File: config.mk
export PLATFORM = sky130hd
export DESIGN_NAME = game_timer_ctrl
export DESIGN_NICKNAME = d
export VERILOG_FILES = /design/src/rtl/game_timer_ctrl.sv
export SDC_FILE = /design/constraint.sdc
export NUM_CORES = 1
export LEC_CHECK = 0
export ABC_AREA = 0
export CORE_ASPECT_RATIO = 0.75
export CORE_MARGIN = 10
export CORE_UTILIZATION = 57
export DETAILED_ROUTE_END_ITERATION = 10
export MAX_ROUTING_LAYER = met4
export PLACE_DENSITY = 0.86
export RECOVER_POWER = 25
export SYNTH_ARGS = -nofsm -noshare
export SYNTH_HDL_FRONTEND = slang
export SYNTH_SLANG_ARGS = --single-unit
File: constraint.sdc
create_clock -name clock -period 10.1 [get_ports clock]
set_input_delay 2.02 -clock clock [delete_from_list [all_inputs] [get_ports clock]]
set_output_delay 2.02 -clock clock [all_outputs]
set_load 0.02 [all_outputs]
File: src/rtl/game_timer_ctrl.sv
// Round countdown timer: a reloadable 1 Hz prescaler feeding an idle/run/pause/done FSM.
// Provides seconds remaining in binary and BCD, a low-time warning and a timeout pulse.
module game_timer_ctrl #(
    parameter int TICKS_PER_SEC = 50000000,
    parameter int TIME_LIMIT    = 99,
    parameter int WARN_SECS     = 10
) (
    input  logic        clock,
    input  logic        resetn,
    input  logic        start,
    input  logic        pause,
    input  logic        abort,
    output logic [6:0]  secs_left,
    output logic [3:0]  bcd_tens,
    output logic [3:0]  bcd_ones,
    output logic        running,
    output logic        paused,
    output logic        expired,
    output logic        tick,
    output logic        timeout,
    output logic        warn,
    output logic [1:0]  state_dbg,
    output logic [25:0] prescaler_dbg
);

    typedef enum logic [1:0] {
        S_IDLE  = 2'd0,
        S_RUN   = 2'd1,
        S_PAUSE = 2'd2,
        S_DONE  = 2'd3
    } state_t;

    localparam logic [25:0] RELOAD     = 26'(TICKS_PER_SEC - 1);
    localparam logic [6:0]  LIMIT      = 7'(TIME_LIMIT);
    localparam logic [6:0]  WARN_LIMIT = 7'(WARN_SECS);
    localparam logic [3:0]  LIMIT_TENS = 4'(TIME_LIMIT / 10);
    localparam logic [3:0]  LIMIT_ONES = 4'(TIME_LIMIT % 10);

    state_t      state;
    logic [25:0] prescaler;

    state_t      state_n;
    logic [25:0] prescaler_n;
    logic [6:0]  secs_n;
    logic        tick_n;
    logic        timeout_n;
    logic        warn_n;
    logic [3:0]  tens_n;
    logic [3:0]  ones_n;

    // Next-state logic; every registered output is derived from these values so
    // BCD and warn always agree with secs_left on the same cycle.
    always_comb begin
        state_n     = state;
        prescaler_n = prescaler;
        secs_n      = secs_left;
        tick_n      = 1'b0;
        timeout_n   = 1'b0;

        if (abort) begin
            state_n     = S_IDLE;
            secs_n      = LIMIT;
            prescaler_n = RELOAD;
        end else begin
            case (state)
                S_IDLE, S_DONE: begin
                    if (start) begin
                        state_n     = S_RUN;
                        secs_n      = LIMIT;
                        prescaler_n = RELOAD;
                    end
                end
                S_RUN: begin
                    // Entering pause freezes the prescaler, even when it sits at zero.
                    if (pause) begin
                        state_n = S_PAUSE;
                    end else if (prescaler == 26'd0) begin
                        prescaler_n = RELOAD;
                        tick_n      = 1'b1;
                        if (secs_left <= 7'd1) begin
                            state_n   = S_DONE;
                            secs_n    = 7'd0;
                            timeout_n = 1'b1;
                        end else begin
                            secs_n = secs_left - 7'd1;
                        end
                    end else begin
                        prescaler_n = prescaler - 26'd1;
                    end
                end
                S_PAUSE: begin
                    // Resume from the held prescaler value; no decrement on this edge.
                    if (!pause) begin
                        state_n = S_RUN;
                    end
                end
                default: begin
                    state_n = S_IDLE;
                end
            endcase
        end

        warn_n = ((state_n == S_RUN) || (state_n == S_PAUSE)) &&
                 (secs_n >= 7'd1) && (secs_n <= WARN_LIMIT);
        tens_n = 4'(secs_n / 7'd10);
        ones_n = 4'(secs_n % 7'd10);
    end

    always_ff @(posedge clock) begin
        if (!resetn) begin
            state     <= S_IDLE;
            prescaler <= RELOAD;
            secs_left <= LIMIT;
            bcd_tens  <= LIMIT_TENS;
            bcd_ones  <= LIMIT_ONES;
            running   <= 1'b0;
            paused    <= 1'b0;
            expired   <= 1'b0;
            tick      <= 1'b0;
            timeout   <= 1'b0;
            warn      <= 1'b0;
        end else begin
            state     <= state_n;
            prescaler <= prescaler_n;
            secs_left <= secs_n;
            bcd_tens  <= tens_n;
            bcd_ones  <= ones_n;
            running   <= (state_n == S_RUN) || (state_n == S_PAUSE);
            paused    <= (state_n == S_PAUSE);
            expired   <= (state_n == S_DONE);
            tick      <= tick_n;
            timeout   <= timeout_n;
            warn      <= warn_n;
        end
    end

    assign state_dbg     = state;
    assign prescaler_dbg = prescaler;

endmodule

==> results.yml <==
timing:
  clock.fmax_mhz: 179
  slew_headroom_pct: 28.4
  setup_viol: 0
  slew_viol_final: 0
  hold_viol: 0
  whs_ns: 0.535
  fin_crit_sh_pct: 55.3
  tns_ns: 0
  finalWorstSetupSlack_ns: 4.51
  rsz0062_at_grt: "false"
  min_period_ns: 5.59
  worst_slew_pin_slew_ns: 1.07
  fin_skew_ns: 0.00619
route:
  drtIter0Drc: 277
  drc: 0
  drt_wl_total_um: 8610
  ant_nets: 0
  dr.pass1.iters: 5
  avgViaCountPerCell: 6.26
  vias: 3054
  wl_per_cell_um: 17.6
critical_path:
  path_cells: "clkdlybuf4s50_1 -> nor4_4 -> a21oi_1 -> a211oi_2 -> and2_1 -> a221oi_2 -> o32ai_1 -> a21oi_2 -> ha_1 -> o41ai_2 -> o21bai_1 -> a21boi_1"
  crit_fanout: 18
  crit_buf_inv: 1
  critPathCapture: "bcd_ones[2]"
  reg2reg_to: "bcd_ones[2]"
  crit_start: "pause"
  crit_path_end_kind: "flip-flop"
  start_kind: "input pin"
  slowest_delay_ns: 0.89
  crit_type: "input pin to flip-flop"
  r2r_setup_slack_ns: 5.86
  crit_family: "compound AO/OA/AOI/OAI gates"
  reg2reg_depth: 12
  cp_num_cells: 12
  crit_arrival_ns: 5.81
  r2r_start: "prescaler_dbg[5]"
  crit_required_ns: 10.33
  critPathSlowestCell: "a211oi_2"
die:
  initial_core_util_pct: 60.2
  die_y_um: 82.8
  ios: 54
  core_mm2: 0.00498
  die_x_um: 104
  fp.dieArea_mm2: 0.00859
  rows: 22
clocking:
  cts-root-buf: "clkbuf_8"
  hold_buffers: 0
  numCtsBuffers: 5
  h-tree-depth: 2
  clock_sinks: 48
  cts_tree: "done"
  max-clock-path-buffers: 2
  cts_setup_buffers: 0
  cts.clk_slew.worst_paths_ns: 0.09
  post_cts_resized: 0
  worstSkewPairLatency_ns: 0.30
synthesis:
  synth_seq_area_share_pct: 32.0
  synth_fp_nets: 381
  synth_edf_count: 0
  yosysWarnings: 0
  synth_cell_types: 76
  synth.avg_cell_area_um2: 8.19
  synthCells: 366
  ys_seq_elements: 48
  synth_ff_type: "dfxtp_1"
  synthArstFlopShare_pct: 0
  synth_area_mm2: 0.00300
cells_and_area:
  final_common_cell: "dfxtp_1"
  areaGrowthSynthToFinish_pct: 21.9
  nNetsFinal: 430
  drive_gt1_share_pct: 8.89
  post-route-util_pct: 73.4
  layout_common_cells: "48 x dfxtp_1, 45 x nor2_1, 40 x nand2_1"
  antenna_cells: 0
  fin_cells: 488
job:
  cap_violations: 0
placed_design:
  placedCellCount: 480
  finalWeightedCongestion: 0.938
  port_buffers: 53
  dp_worst_setup_slack_ns: 4.35
  hpwlAfterDp_um: 6660
power_and_ir_drop:
  intPower_mw: 0.266
  comb_power_share_pct: 14.4
  pwr-share-seq_pct: 52.9
  swShare_pct: 27.5
  switching_power_mw: 0.101
  leakagePower_nw: 1.34
  ir_worst_vdd_uv: 65.2
  p_clk_share_pct: 32.8
  p_per_area_mw_per_mm2: 100
global_route:
  grt_pass1_wl_um: 14200
  grtUsageTotal_pct: 19.8
  grt_antenna_before_repair: 0
  grt-ovfl-total: 0
  grt_pass1_vias: 2833
  grt_max_degree: 19
hold_path:
  min_path_type: "flip-flop to flip-flop"
  min-delay-start: "prescaler_dbg[12]"
outcome:
  status: "finished clean"
-- per-layer routing --
metal / GRT usage [%] / wire length [µm] / vias to the layer above
li1: - / - / 1429
met1: 25.8 / 3780 / 1418
met2: 30.1 / 3790 / 183
met3: 4.71 / 901 / 24
met4: 5.01 / 141 / 0
met5: - / 0 / -
-- tightest hold or removal path, delay by kind of cell (launching register included) --
kind	cells	cell delay, ns
and+or+nand+nor	2	0.14
DFF	1	0.35
-- sequential cells by signal (all words and copies together), names as in the netlist --
| register | cells |
|---|---|
| bcd_ones | 3 |
| bcd_tens | 4 |
| expired | 1 |
| paused | 1 |
| prescaler_dbg | 26 |
| running | 1 |
| secs_left | 7 |
| state_dbg | 2 |
| tick | 1 |
| timeout | 1 |
| warn | 1 |
-- metrics by stage --
step,area (µm²),power (mW)
2_1_floorplan,3000,0.234
3_3_place_gp,3560,0.250
3_5_place_dp,3560,0.251
4_1_cts,3660,0.369
5_1_grt,3660,0.381
6_report,3660,0.367
-- synth_stat cells, types with 4 or more instances --
| cell type | number | share of area [%] |
|---|---|---|
| dfxtp_1 | 48 | 32 |
| nor2_1 | 45 | 5.6 |
| nand2_1 | 40 | 5.0 |
| o21ai_0 | 22 | 3.7 |
| a21oi_1 | 18 | 3.0 |
| inv_1 | 14 | 1.8 |
| xnor2_1 | 12 | 3.5 |
| ha_1 | 10 | 4.2 |
| nand3_1 | 10 | 1.7 |
| nor3_1 | 9 | 1.5 |
| xor2_1 | 9 | 2.6 |
| clkbuf_1 | 7 | 0.88 |
| nor2b_1 | 7 | 1.5 |
| nor4_1 | 7 | 1.5 |
| and2_1 | 6 | 1.3 |
| nand4_1 | 5 | 1.0 |
| or3_1 | 5 | 1.0 |
| a31oi_1 | 4 | 0.83 |
| o211ai_1 | 4 | 1.0 |
| or2_2 | 4 | 0.83 |
-- worst min-delay path by stage --
stage	endpoint	slack, ns	cells past startpoint
after floorplan	prescaler_dbg[12]	0.57	2
after global placement	prescaler_dbg[12]	0.50	2
after detailed placement	prescaler_dbg[12]	0.53	2
after CTS	prescaler_dbg[12]	0.54	2
after global routing	prescaler_dbg[12]	0.58	2
final	prescaler_dbg[12]	0.54	2
-- cells by family after synthesis --
kind of cell               Yosys count  share of synthesized area [%]
and+or+nand+nor                    170                           30.7
AOI/OAI and AO/OA                   89                           22.4
DFF                                 48                           32.0
buffers and inverters               26                           3.84
xor gates and xnor gates            21                           6.13
adders and majority gates           10                           4.17
muxes                                2                          0.668
-- layout make-up --
| type | instances | area, µm² |
|---|---|---|
| Tap cell | 72 | 90.1 |
| Clock inverter | 2 | 10.0 |
| Timing Repair Buffer | 54 | 538 |
| Multi-Input combinational cell | 292 | 1920 |
| Sequential cell | 48 | 961 |
| Inverter | 14 | 52.6 |
| Fill cell | 404 | 1330 |
| Clock buffer | 6 | 82.6 |
-- power by group through the flow --
stage / logic, mW / registers [mW] / clock network [mW]
floorplan: 0.0314 / 0.202 / 0
global placement: 0.0509 / 0.199 / 0
detailed placement: 0.0522 / 0.199 / 0
CTS: 0.0525 / 0.194 / 0.122
global route: 0.0570 / 0.195 / 0.129
finish: 0.0528 / 0.194 / 0.120
(Power assumes the default switching activity.)
==> RTL change 1, RTL diff (same settings) <==
Register the inputs `start`, `pause` and `abort` before use, cleared by the reset. The logic sees them one clock later.
--- a/src/rtl/game_timer_ctrl.sv
+++ b/src/rtl/game_timer_ctrl.sv
@@ -36,6 +36,22 @@
     localparam logic [3:0]  LIMIT_TENS = 4'(TIME_LIMIT / 10);
     localparam logic [3:0]  LIMIT_ONES = 4'(TIME_LIMIT % 10);
 
+    logic start_q;
+    logic pause_q;
+    logic abort_q;
+
+    always_ff @(posedge clock) begin
+        if (!resetn) begin
+            start_q <= '0;
+            pause_q <= '0;
+            abort_q <= '0;
+        end else begin
+            start_q <= start;
+            pause_q <= pause;
+            abort_q <= abort;
+        end
+    end
+
     state_t      state;
     logic [25:0] prescaler;
 
@@ -57,14 +73,14 @@
         tick_n      = 1'b0;
         timeout_n   = 1'b0;
 
-        if (abort) begin
+        if (abort_q) begin
             state_n     = S_IDLE;
             secs_n      = LIMIT;
             prescaler_n = RELOAD;
         end else begin
             case (state)
                 S_IDLE, S_DONE: begin
-                    if (start) begin
+                    if (start_q) begin
                         state_n     = S_RUN;
                         secs_n      = LIMIT;
                         prescaler_n = RELOAD;
@@ -72,7 +88,7 @@
                 end
                 S_RUN: begin
                     // Entering pause freezes the prescaler, even when it sits at zero.
-                    if (pause) begin
+                    if (pause_q) begin
                         state_n = S_PAUSE;
                     end else if (prescaler == 26'd0) begin
                         prescaler_n = RELOAD;
@@ -90,7 +106,7 @@
                 end
                 S_PAUSE: begin
                     // Resume from the held prescaler value; no decrement on this edge.
-                    if (!pause) begin
+                    if (!pause_q) begin
                         state_n = S_RUN;
                     end
                 end
Behaviour: not the same (a bounded check fails within 4 cycles, from zero or initial values and one cycle with resetn low).
==> RTL change 1 against the original RTL <==
Sequential share of layout area grew 1.7 points; wire length down 7.6%; setup slack better by 1.2 ns; sequential cell count is 3 higher; register-to-register slack got worse by 0.11 ns; design area is 0.10% lower; area after synthesis up 0.71%; largest cell class unchanged.
Power is not compared: it rests on default switching activity, and its combinational part moved more than twofold at a synthesized area within 25%.
==> RTL change 1: results (changes against the original RTL) <==
WP data arrival = 4.58 ns (-1.23 ns)
library cells used by synthesis = 72 (-5.3%)
postcts setup bufs = 0 (unchanged)
initial antenna violation count = 0 (unchanged)
delay-heaviest family, CP = simple AND/OR/NAND/NOR gates
Leakage Power = 1.37 nW
Yosys Warn Count = 0 (unchanged)
# fillers = 412 (+2.0%)
max reg flops = 26 (unchanged)
Cell Area, Placed = 3540 µm² (-0.56%)
outcome = finished, final reports clean
Post-synth top cells = dfxtp_1 (51), nand2_1 (36), nor2_1 (31), o21ai_0 (19), a21oi_1 (18)
Total GRT Usage = 18.6% (-1.2 points)
TritonRoute pass-1 iters = 5 (unchanged)
HP Class = reg2reg
CTS resizes = 0 (unchanged)
htree depth = 2 (unchanged)
global-route wire length before repair = 13400 µm (-5.5%)
Critical Path Max Stage Delay = 0.74 ns (-0.15 ns)
Synth area leaders = dfxtp_1 (34%), nand2_1 (4.5%), ha_1 (4.1%)
HPWL after DPL = 5950 µm (-11%)
reg2reg path depth = 13 (+1)
fin nets = 421 (-2.1%)
WL final = 7950 µm (-7.6%)
via/cell ratio = 5.90 (-5.7%)
hold path cells = 2 (unchanged)
CTS root buf = clkbuf_8
clock-pin slew on the worst setup and hold paths = 0.09 ns (about the same)
initial DRC count = 327 (+18%)
syn nets = 378 (-0.79%)
Num CTS Buffers = 5 (unchanged)
Max FO, Critical Path = 11 (-7)
clock skew after layout = 0.0125 ns (+0.00634 ns)
Final GP Congestion = 0.980 (+4.4%)
Clock Latency Late Sink = 0.31 ns
worst IR drop on VDD = 0.103 mV
CTS Buffer Depth = 2 (unchanged)
register area share after synthesis = 33.8% (+1.8 points)
asr flop ratio synth = 0% (unchanged)
pin count of the biggest net entering global routing = 20 (+1)
Antenna Cells = 0 (unchanged)
share of cells above drive strength 1 = 7.62% (-1.3 points)
Port-buffer cells = 53 (unchanged)
Crit-path slowest cell = nor4_1
vias in the first global route = 2701 (-4.7%)
worst slew pin tran = 0.847 ns (-0.225 ns)
-- RTL change 1: changes by cell type after synthesis, moves of 4 or more --
cell      change
nand2_1       -4
nand2b_1      +7
nor2_1       -14
nor3_1        +7
nor4_1        +4
-- RTL change 1: logic make-up (layout without fill, tap and decap cells) --
family	Yosys count	after routing	synth area share (%)
buffers and inverters	32	76	5.30
flip-flops	51	51	33.8
adder cells (fa/ha/maj)	11	11	4.47
AND/OR/NAND/NOR	170	170	32.0
multiplexers	4	4	1.37
XOR/XNOR	19	19	5.51
AO/OA/AOI/OAI	76	76	17.5
-- RTL change 1: stage by stage --
stage / worst slack, ns / instances / util, %
3_5_place_dp: 5.94 / 471 / 70.8
3_3_place_gp: 6.19 / 471 / 70.8
2_1_floorplan: 6.68 / 363 / -
4_1_cts: 5.93 / 479 / 73.1
6_report: 5.75 / 479 / 72.9
5_1_grt: 5.38 / 479 / 72.9
-- RTL change 1: power by group --
group / total [W] / internal, W / leakage [nW] / switching (W)
clock network: 0.000147 / 0.0000802 / 0.0612 / 0.0000671
logic: 0.000106 / 0.0000428 / 0.895 / 0.0000630
registers: 0.000216 / 0.000209 / 0.415 / 0.00000697
total: 0.000469 / 0.000332 / 1.37 / 0.000137
-- RTL change 1: worst reg2reg max path: stages, from the launching register on --
cell and delay, ns:
dfxtp_1 0.39, nor4_1 0.74, and4b_1 0.41, o2111ai_1 0.16
a2bb2oi_1 0.69, and2_0 0.40, o22ai_1 0.13, nand2_1 0.11
o311ai_0 0.28, nand2b_1 0.16, ha_1 0.20, nor2_2 0.05
a211oi_2 0.33, mux2i_1 0.23
-- RTL change 1: path summary, 6_finish.rpt --
path	start	slack, ns	end
min reg2reg	prescaler_dbg[1]	0.55	prescaler_dbg[1]
max reg2reg	prescaler_dbg[13]	5.75	bcd_ones[1]
min	prescaler_dbg[1]	0.55	prescaler_dbg[1]
max	prescaler_dbg[13]	5.75	bcd_ones[1]
-- RTL change 1: layout make-up --
cell class                      instances  area share, %
Clock buffer                            6           2.26
Clock inverter                          2          0.959
Inverter                               13           1.34
Multi-Input combinational cell        280           50.1
Sequential cell                        51           27.9
Tap cell                               72           2.47
Timing Repair Buffer                   55           14.9
-- RTL change 1: layer usage --
layer / global-route usage (%) / vias up / routed length [µm]
met5: - / - / 0
met4: 3.88 / 0 / 76
met3: 4.86 / 10 / 627
met2: 27.7 / 125 / 3540
met1: 24.8 / 1306 / 3710
li1: - / 1386 / -
==> RTL change 2, RTL diff (same settings) <==
Without the edit above. `TICKS_PER_SEC`: 50000000 -> 25000000.
--- a/src/rtl/game_timer_ctrl.sv
+++ b/src/rtl/game_timer_ctrl.sv
@@ -1,7 +1,7 @@
 // Round countdown timer: a reloadable 1 Hz prescaler feeding an idle/run/pause/done FSM.
 // Provides seconds remaining in binary and BCD, a low-time warning and a timeout pulse.
 module game_timer_ctrl #(
-    parameter int TICKS_PER_SEC = 50000000,
+    parameter int TICKS_PER_SEC = 25000000,
     parameter int TIME_LIMIT    = 99,
     parameter int WARN_SECS     = 10
 ) (
Behaviour: not the same (Yosys sat finds a counterexample within 4 cycles, from zero or initial values and one cycle with resetn low).
==> RTL change 2 against the original RTL <==
Wire length barely moved; utilization fell by 3.9 points; sequential power barely moved; sequential cell count did not move; final cell count rose by 2.9%; critical endpoint is now bcd_ones[1]; area after synthesis rose by 2.3%; clock skew rose by 0.0040 ns; highest routed layer unchanged; critical path depth rose by 2; sequential share of layout area barely moved; power fell by 1.9%; critical path type unchanged; setup slack improved by 0.080 ns; design area barely moved.
==> RTL change 2: results (changes against the original RTL) <==
CTS resizes = 0 (unchanged)
fin nets = 442 (+2.8%)
WP data arrival = 5.74 ns (-0.07 ns)
initial DRC count = 283 (+2.2%)
Post-synth top cells = dfxtp_1 (48), nand2_1 (47), nor2_1 (43), a21oi_1 (24), nor3_1 (22)
# fillers = 445 (+10%)
pin count of the biggest net entering global routing = 18 (-1)
Cell Area, Placed = 3580 µm² (+0.46%)
Worst Setup EP = bcd_ones[1]
register area share after synthesis = 31.3% (-0.71 points)
internal power = 0.000259 W (-2.7%)
Leakage Power = 1.30 nW (-3.0%)
share of cells above drive strength 1 = 7.96% (-0.93 points)
Num CTS Buffers = 5 (unchanged)
Port-buffer cells = 53 (unchanged)
global-route wire length before repair = 14000 µm (-1.8%)
R2R Setup Slk = 5.88 ns (+0.02 ns)
Synth area leaders = dfxtp_1 (31%), nand2_1 (5.8%), nor2_1 (5.3%)
RR Startpoint = state_dbg[0]
syn nets = 397 (+4.2%)
via/cell ratio = 6.14 (-1.8%)
clock skew after layout = 0.0102 ns (+0.00401 ns)
WL final = 8620 µm (about the same)
Total GRT Usage = 19.3% (-0.46 points)
library cells used by synthesis = 69 (-9.2%)
worst IR drop on VDD = 0.0802 mV (+23%)
reg2reg path depth = 15 (+3)
Setup WS pre-CTS = 4.42 ns (+0.0700 ns)
outcome = finished, final reports clean
HPWL after DPL = 6550 µm (-1.6%)
vias in the first global route = 2701 (-4.7%)
Final GP Congestion = 0.993 (+5.8%)
max_slew headroom = 38.5% (+10 points)
final worst slack = 4.59 ns (+0.0800 ns)
Critical Path Max Stage Delay = 0.79 ns (-0.10 ns)
==> RTL change 2: logic make-up after synthesis <==
| kind of cell | count (synthesis) | synth area share [%] |
|---|---|---|
| and+or+nand+nor | 182 | 30.8 |
| xor gates and xnor gates | 20 | 5.71 |
| muxes | 3 | 1.02 |
| DFF | 48 | 31.3 |
| adders and majority gates | 10 | 4.08 |
| AOI/OAI and AO/OA | 89 | 21.5 |
| buffers and inverters | 30 | 5.55 |
==> RTL change 2: power groups by stage <==
stage	logic (W)	registers [W]	clock network, W
2_1_floorplan	0.0000356	0.000202	0
4_1_cts	0.0000551	0.000195	0.000112
6_report	0.0000552	0.000194	0.000110
3_3_place_gp	0.0000540	0.000199	0
3_5_place_dp	0.0000548	0.000199	0
5_1_grt	0.0000597	0.000195	0.000121
==> RTL change 2: metrics by stage <==
stage | utilization [%] | instances
detailed placement | 68.0 | 495
CTS | 69.5 | 502
global placement | 68.0 | 495
finish | 69.5 | 502
floorplan | - | 382
global route | 69.5 | 502
==> RTL change 2: worst register-to-register path, cell delays in order (launching register included) <==
cell,delay (ns)
dfxtp_1,0.41
inv_1,0.09
ha_1,0.49
a21oi_1,0.20
o21ai_0,0.31
o22ai_1,0.18
a211oi_2,0.79
nor4_1,0.09
o21ai_0,0.31
o311ai_0,0.23
nand2_1,0.13
ha_1,0.18
inv_1,0.06
a31o_1,0.21
a221oi_2,0.26
mux2i_1,0.22
==> RTL change 2: layer usage <==
metal,up-vias,share of wire (%),GRT usage (%)
met4,0,0.95,3.73
met1,1446,47,26.1
met2,145,43,27.5
li1,1479,-,-
met5,-,0,-
met3,14,9.1,6.48
==> RTL change 2: layout make-up <==
class	count	area, µm²	share of cell area [%]
clock buffers	6	72.6	1.98
clock inverters	1	5.00	0.137
well taps	75	93.8	2.56
flip-flops and latches	48	961	26.3
repair buffers	54	538	14.7
inverters	14	52.6	1.44
multi-input cells	304	1940	52.9
==> RTL change 2: how the worst min path moves through the flow <==
stage	slack (ns)	end	start	depth (start not counted)
2_1_floorplan	0.58	prescaler_dbg[0]	prescaler_dbg[0]	2
4_1_cts	0.54	prescaler_dbg[0]	prescaler_dbg[0]	2
3_3_place_gp	0.52	prescaler_dbg[0]	prescaler_dbg[0]	2
5_1_grt	0.58	prescaler_dbg[1]	prescaler_dbg[1]	2
3_5_place_dp	0.52	prescaler_dbg[0]	prescaler_dbg[0]	2
6_report	0.53	prescaler_dbg[0]	prescaler_dbg[0]	2
